==> src/rtl/quiz_round_ctrl.sv <==
// quiz_round_ctrl: quiz round sequencer with rotating-priority button grab,
// answer countdown, per-player saturating scores and foul exclusion.
`default_nettype none

module quiz_round_ctrl #(
   parameter int TICK_DIV    = 100_000_000,
   parameter int GRAB_SECS   = 9,
   parameter int ANSWER_SECS = 5
) (
   input  logic        clk,
   input  logic        rst,
   input  logic        start,
   input  logic        clear_scores,
   input  logic [3:0]  btn,
   input  logic        judge_ok,
   input  logic        judge_bad,
   output logic [1:0]  state,
   output logic [1:0]  winner,
   output logic        winner_vld,
   output logic [3:0]  excl_mask,
   output logic [3:0]  time_left,
   output logic [15:0] scores,
   output logic        round_end,
   output logic        no_winner
);

   localparam int             CW        = $clog2(TICK_DIV);
   localparam logic [CW-1:0]  TICK_LAST = CW'(TICK_DIV - 1);
   localparam logic [3:0]     GRAB_T    = 4'(GRAB_SECS);
   localparam logic [3:0]     ANS_T     = 4'(ANSWER_SECS);

   localparam logic [1:0] S_IDLE   = 2'd0;
   localparam logic [1:0] S_ARMED  = 2'd1;
   localparam logic [1:0] S_ANSWER = 2'd2;

   logic [3:0]    btn_q;
   logic [1:0]    rr_ptr;
   logic [CW-1:0] tick_cnt;

   logic [3:0] press;
   logic [3:0] eligible;
   logic       grab_found;
   logic [1:0] grab_idx;
   logic [1:0] scan_idx;
   logic       tick;
   logic       expire;
   logic       ok_only;
   logic       bad_only;
   logic [3:0] cur_score;
   logic [3:0] new_mask;

   assign press     = btn & ~btn_q;
   assign eligible  = press & ~excl_mask;
   assign tick      = (tick_cnt == TICK_LAST);
   assign expire    = tick && (time_left == 4'd1);
   // Contradictory judge pulses cancel each other out.
   assign ok_only   = judge_ok & ~judge_bad;
   assign bad_only  = judge_bad & ~judge_ok;
   assign cur_score = scores[{winner, 2'b00} +: 4];
   assign new_mask  = excl_mask | (4'b0001 << winner);

   // First eligible press scanning upward from the rotating pointer.
   always_comb begin
      grab_found = 1'b0;
      grab_idx   = 2'd0;
      scan_idx   = 2'd0;
      for (int k = 0; k < 4; k++) begin
         scan_idx = rr_ptr + 2'(k);
         if (!grab_found && eligible[scan_idx]) begin
            grab_found = 1'b1;
            grab_idx   = scan_idx;
         end
      end
   end

   always_ff @(posedge clk) begin
      if (rst) begin
         state      <= S_IDLE;
         winner     <= 2'd0;
         winner_vld <= 1'b0;
         excl_mask  <= 4'd0;
         time_left  <= 4'd0;
         scores     <= 16'd0;
         round_end  <= 1'b0;
         no_winner  <= 1'b0;
         rr_ptr     <= 2'd0;
         tick_cnt   <= '0;
         btn_q      <= 4'd0;
      end else begin
         btn_q     <= btn;
         round_end <= 1'b0;
         no_winner <= 1'b0;
         case (state)
            S_IDLE: begin
               if (clear_scores) scores <= 16'd0;
               if (start) begin
                  state     <= S_ARMED;
                  time_left <= GRAB_T;
                  excl_mask <= 4'd0;
                  tick_cnt  <= '0;
               end
            end
            S_ARMED: begin
               if (grab_found) begin
                  winner     <= grab_idx;
                  rr_ptr     <= grab_idx + 2'd1;
                  winner_vld <= 1'b1;
                  state      <= S_ANSWER;
                  time_left  <= ANS_T;
                  tick_cnt   <= '0;
               end else if (expire) begin
                  state     <= S_IDLE;
                  time_left <= 4'd0;
                  round_end <= 1'b1;
                  no_winner <= 1'b1;
               end else if (tick) begin
                  tick_cnt  <= '0;
                  time_left <= time_left - 4'd1;
               end else begin
                  tick_cnt <= tick_cnt + 1'b1;
               end
            end
            S_ANSWER: begin
               if (ok_only) begin
                  if (cur_score != 4'hF)
                     scores[{winner, 2'b00} +: 4] <= cur_score + 4'd1;
                  state      <= S_IDLE;
                  winner_vld <= 1'b0;
                  time_left  <= 4'd0;
                  round_end  <= 1'b1;
               end else if (bad_only || expire) begin
                  excl_mask  <= new_mask;
                  winner_vld <= 1'b0;
                  if (new_mask == 4'hF) begin
                     state     <= S_IDLE;
                     time_left <= 4'd0;
                     round_end <= 1'b1;
                     no_winner <= 1'b1;
                  end else begin
                     state     <= S_ARMED;
                     time_left <= GRAB_T;
                     tick_cnt  <= '0;
                  end
               end else if (tick) begin
                  tick_cnt  <= '0;
                  time_left <= time_left - 4'd1;
               end else begin
                  tick_cnt <= tick_cnt + 1'b1;
               end
            end
            default: begin
               state      <= S_IDLE;
               winner_vld <= 1'b0;
               time_left  <= 4'd0;
            end
         endcase
      end
   end

endmodule

`default_nettype wire

==> config.mk <==
export PLATFORM = sky130hd
export DESIGN_NAME = quiz_round_ctrl
export DESIGN_NICKNAME = d
export VERILOG_FILES = /design/src/rtl/quiz_round_ctrl.sv
export SDC_FILE = /design/constraint.sdc
export NUM_CORES = 1
export LEC_CHECK = 0
export ABC_AREA = 1
export BUFFER_PORTS_ARGS = -buffer_cell sky130_fd_sc_hd__buf_4
export CORE_UTILIZATION = 35
export DETAILED_ROUTE_END_ITERATION = 7
export PLACE_DENSITY = 0.57
export SLEW_MARGIN = 40
export SYNTH_ARGS = -nofsm -noshare
export SYNTH_HDL_FRONTEND = slang
export SYNTH_SLANG_ARGS = --single-unit
==> constraint.sdc <==
create_clock -name clk -period 4.75 [get_ports clk]
set_input_delay 0.95 -clock clk [delete_from_list [all_inputs] [get_ports clk]]
set_output_delay 0.95 -clock clk [all_outputs]
set_load 0.01 [all_outputs]
==> results.txt <==
----------------------------------------------------
[Setup path]
  Peak per-stage delay on the critical path ... 0.68 ns
  CP Max Fanout ... 36
  Worst endpoint data arrival time ... 3.37 ns
  Cell with the biggest individual delay on the critical path ... sky130_fd_sc_hd__dfxtp_1
  WP data required ... 4.96 ns
  R2R cell count ... 11
  Sort of element at the end of the critical path ... flip-flop
  Worst r2r src ... winner[0]
  Slack of the worst reg-to-reg path ... 1.59 ns
  Type of the worst setup path ... flip-flop to flip-flop
  Kind of start point of the critical path ... flip-flop
  Cell-by-cell trace of the critical path ... inv_1 -> ha_1 -> or2_2 -> nand4_1 -> nor2_1 -> a21oi_4 -> nand3_4 -> inv_4 -> nand2_1 -> nand2_1 -> nor2_1
  RR Endpoint ... tick_cnt[10]

[Timing]
  Part of the cycle the worst path needs ... 66.5%
  RSZ-0062 raised after global routing ... false
  Max-Slew Margin vs Limit ... 46.7%
  Highest achievable clock rate ... 316 MHz
  Min Clock Period, post-route ... 3.16 ns
  Transition time at the pin with the least slew margin ... 0.800 ns
  Final max-slew violation count ... 0
  Count of final setup violators ... 0
  Skew final ... 0.00740 ns
  Aggregate negative setup slack ... 0 ns
  Final-report hold violation count ... 0
  Final WS setup ... 1.59 ns

[Run]
  Number of maximum-capacitance violations ... 0

[Clocking]
  Clock tree sinks ... 64
  H-Tree Level Count ... 3
  Clock latency at the later pin of the worst-skew pair ... 0.34 ns
  Post-CTS Repair Setup Buffers ... 0
  Post-cts gate resize count ... 0
  Clock slew seen by the registers of the worst setup and hold paths ... 0.05 ns
  Clock buffer count from CTS ... 9
  Root Buffer ... sky130_fd_sc_hd__clkbuf_16
  TritonCTS clock tree ... done
  Maximum number of buffers from clock root to sink ... 2
  # hold bufs at CTS ... 0

[Logic synthesis]
  Share of the synthesized area in the top cell type ... 27.9%
  Most used flip-flop cell after synthesis ... sky130_fd_sc_hd__dfxtp_1
  Commonest cells in the synthesized netlist ... sky130_fd_sc_hd__nand2_1 (248), sky130_fd_sc_hd__nor2_1 (128), sky130_fd_sc_hd__inv_1 (80)
  Area of the mapped netlist ... 0.00459 mm²
  Mean area per synthesized cell ... 5.90 µm²
  Async set-reset flop share out of synthesis ... 0%
  Cell type contributing the most total cell area after synthesis ... sky130_fd_sc_hd__dfxtp_1
  Sequential-to-total area share from yosys stat ... 27.9%
  Register bit count reported by yosys ... 64
  Synth warn ... 0
  Biggest area contributors in the synthesized netlist ... sky130_fd_sc_hd__dfxtp_1 (28%), sky130_fd_sc_hd__nand2_1 (20%), sky130_fd_sc_hd__nor2_1 (10%)
  Most frequently used cell type in the post-synthesis netlist ... sky130_fd_sc_hd__nand2_1
  Synth unique cells ... 40
  Number of enable-type register cells in the synthesized netlist ... 0
  Post-synthesis cell count ... 779
  Synthesized net count ... 801

[Final layout]
  Layout Area Growth over Synthesis ... 13.9%
  Multi-input combinational cell area ... 0.00284 mm²
  Reg area ... 0.00128 mm²
  Core Util, Final ... 41.1%
  Fin nets ... 829
  Fillers ... 1476
  Share of layout cells above drive strength 1 ... 10.1%
  Non-filler cells in the finished layout ... 983
  Count of antenna diodes in the layout ... 0

[Pwr]
  Pwr dens ... 531 mW/mm²
  Power share of the combinational group ... 50.5%
  Clk pwr share ... 21.3%
  Switching share of power ... 48.3%
  Internal portion of total power ... 1.44 mW
  P_leak ... 2.28 nW
  Net load switching power ... 1.34 mW
  Worst-case vdd ir drop ... 0.278 mV
  Sequential share of power ... 28.2%

[Placed design]
  Cell count after placement ... 968
  Routability cong. ... 0.950
  # port buffers ... 40
  DP Worst Slack ... 1.58 ns
  DP Wirelength ... 9810 µm

[Drt]
  Final ANT Viol Nets ... 0
  Post-route DRC ... 0
  Iteration-0 DRC Markers ... 292
  Number of vias in the routed layout ... 4876
  Via density per instance ... 4.96
  Number of optimization iterations in the first detailed-route pass ... 5
  Average wire per cell in the routed design ... 13.5 µm
  Post-detailed-routing wire length ... 13300 µm

[Min path]
  Number of cells on the worst hold path ... 2
  Endpoint with the worst hold slack ... winner_vld
  Hold Path Class ... flip-flop to flip-flop
  Hold Startpoint ... winner_vld

[GRT]
  Residual overflow from global routing ... 0
  Vias in the first global route ... 4528
  Aggregate global-route resource usage ... 20.9%
  Wire length of the first global-routing pass ... 21900 µm
  Number of antenna violations at the first check in global routing ... 0
  Largest net degree at the start of global routing ... 42

[Die]
  Width of the chip ... 117 µm
  Row cnt ... 41
  Core ar. ... 0.0127 mm²
  Die boundary height ... 117 µm
  I/O pin total ... 41
  Initial core utilization ... 36.1%
  Area of the die ... 0.0136 mm²

[Run status]
  Result of the run ... complete, no violations

----------------------------------------------------
==> layer usage <==
layer / vias up / GRT usage, % / share of wire, %
li1: 2522 / - / -
met1: 2220 / 25.8 / 47
met2: 109 / 35.1 / 46
met3: 25 / 5.35 / 4.7
met4: 0 / 7.76 / 2.5
met5: - / 0 / 0
==> cell families after synthesis <==
logic type                 synth area share [%]
AOI/OAI and AO/OA                          9.99
xor gates and xnor gates                   2.48
adders and majority gates                  3.27
buffers and inverters                      10.4
DFF                                        27.9
and+or+nand+nor                            46.0
==> cells in the final DEF (no fill, tap or decap), types with 3 or more instances in the layout <==
master,instances
sky130_fd_sc_hd__nand2_1,248
sky130_fd_sc_hd__nor2_1,128
sky130_fd_sc_hd__inv_1,80
sky130_fd_sc_hd__nand3_1,70
sky130_fd_sc_hd__dfxtp_1,64
sky130_fd_sc_hd__a21oi_1,45
sky130_fd_sc_hd__buf_4,40
sky130_fd_sc_hd__o21ai_0,22
sky130_fd_sc_hd__nand4_1,16
sky130_fd_sc_hd__ha_1,12
sky130_fd_sc_hd__xor2_1,11
sky130_fd_sc_hd__clkbuf_16,9
sky130_fd_sc_hd__nand2_2,6
sky130_fd_sc_hd__nor3_1,6
sky130_fd_sc_hd__inv_2,5
sky130_fd_sc_hd__or2_2,5
sky130_fd_sc_hd__o21ai_1,4
sky130_fd_sc_hd__nand3_4,3
sky130_fd_sc_hd__nor2_2,3
sky130_fd_sc_hd__clkinv_1,3
sky130_fd_sc_hd__clkinv_2,3
==> power by group through the flow <==
stage	clock, mW	sequential, mW	combinational [mW]
floorplan	0	0.757	1.06
global route	0.635	0.801	1.58
finish	0.591	0.784	1.41
detailed placement	0	0.792	1.40
CTS	0.611	0.783	1.41
global placement	0	0.796	1.40
==> through the flow <==
step	hold slack, ns	total power, mW	instance area (µm²)
3_3_place_gp	0.453	2.20	4980
4_1_cts	0.460	2.80	5230
3_5_place_dp	0.452	2.19	4980
5_1_grt	0.475	3.02	5230
2_1_floorplan	0.468	1.82	4590
6_report	0.451	2.78	5230
==> how the worst max path moves through the flow <==
stage                    from      endpoint  slack (ns)  depth (start not counted)
CTS                 winner[0]   tick_cnt[7]        1.57                         11
detailed placement  winner[0]   tick_cnt[7]        1.58                         11
global placement    winner[0]   tick_cnt[9]        1.64                         11
floorplan           winner[0]  tick_cnt[24]        2.43                         13
finish              winner[0]  tick_cnt[10]        1.59                         11
global route        winner[0]  tick_cnt[13]        1.24                         11
==> state kept, by name (all words and copies together) (netlist names) <==
name,count
state,2
time_left,4
round_end,1
no_winner,1
winner,2
excl_mask,4
btn_q,4
rr_ptr,2
winner_vld,1
scores,16
tick_cnt,27
==> critical path: cells and delay by family, from the launching register on <==
family	cells	cell delay, ns
adder cells (fa/ha/maj)	1	0.34
AO/OA/AOI/OAI	1	0.22
flip-flops	1	0.68
buffers and inverters	2	0.69
AND/OR/NAND/NOR	7	1.07
==> cell type report <==
class                   count  area share, %
clock inverters             4          0.430
repair buffers             40           5.74
flip-flops and latches     64           24.5
well taps                 172           4.11
multi-input cells         602           54.2
inverters                  90           6.60
clock buffers              11           4.45
(Power assumes the default switching activity.)
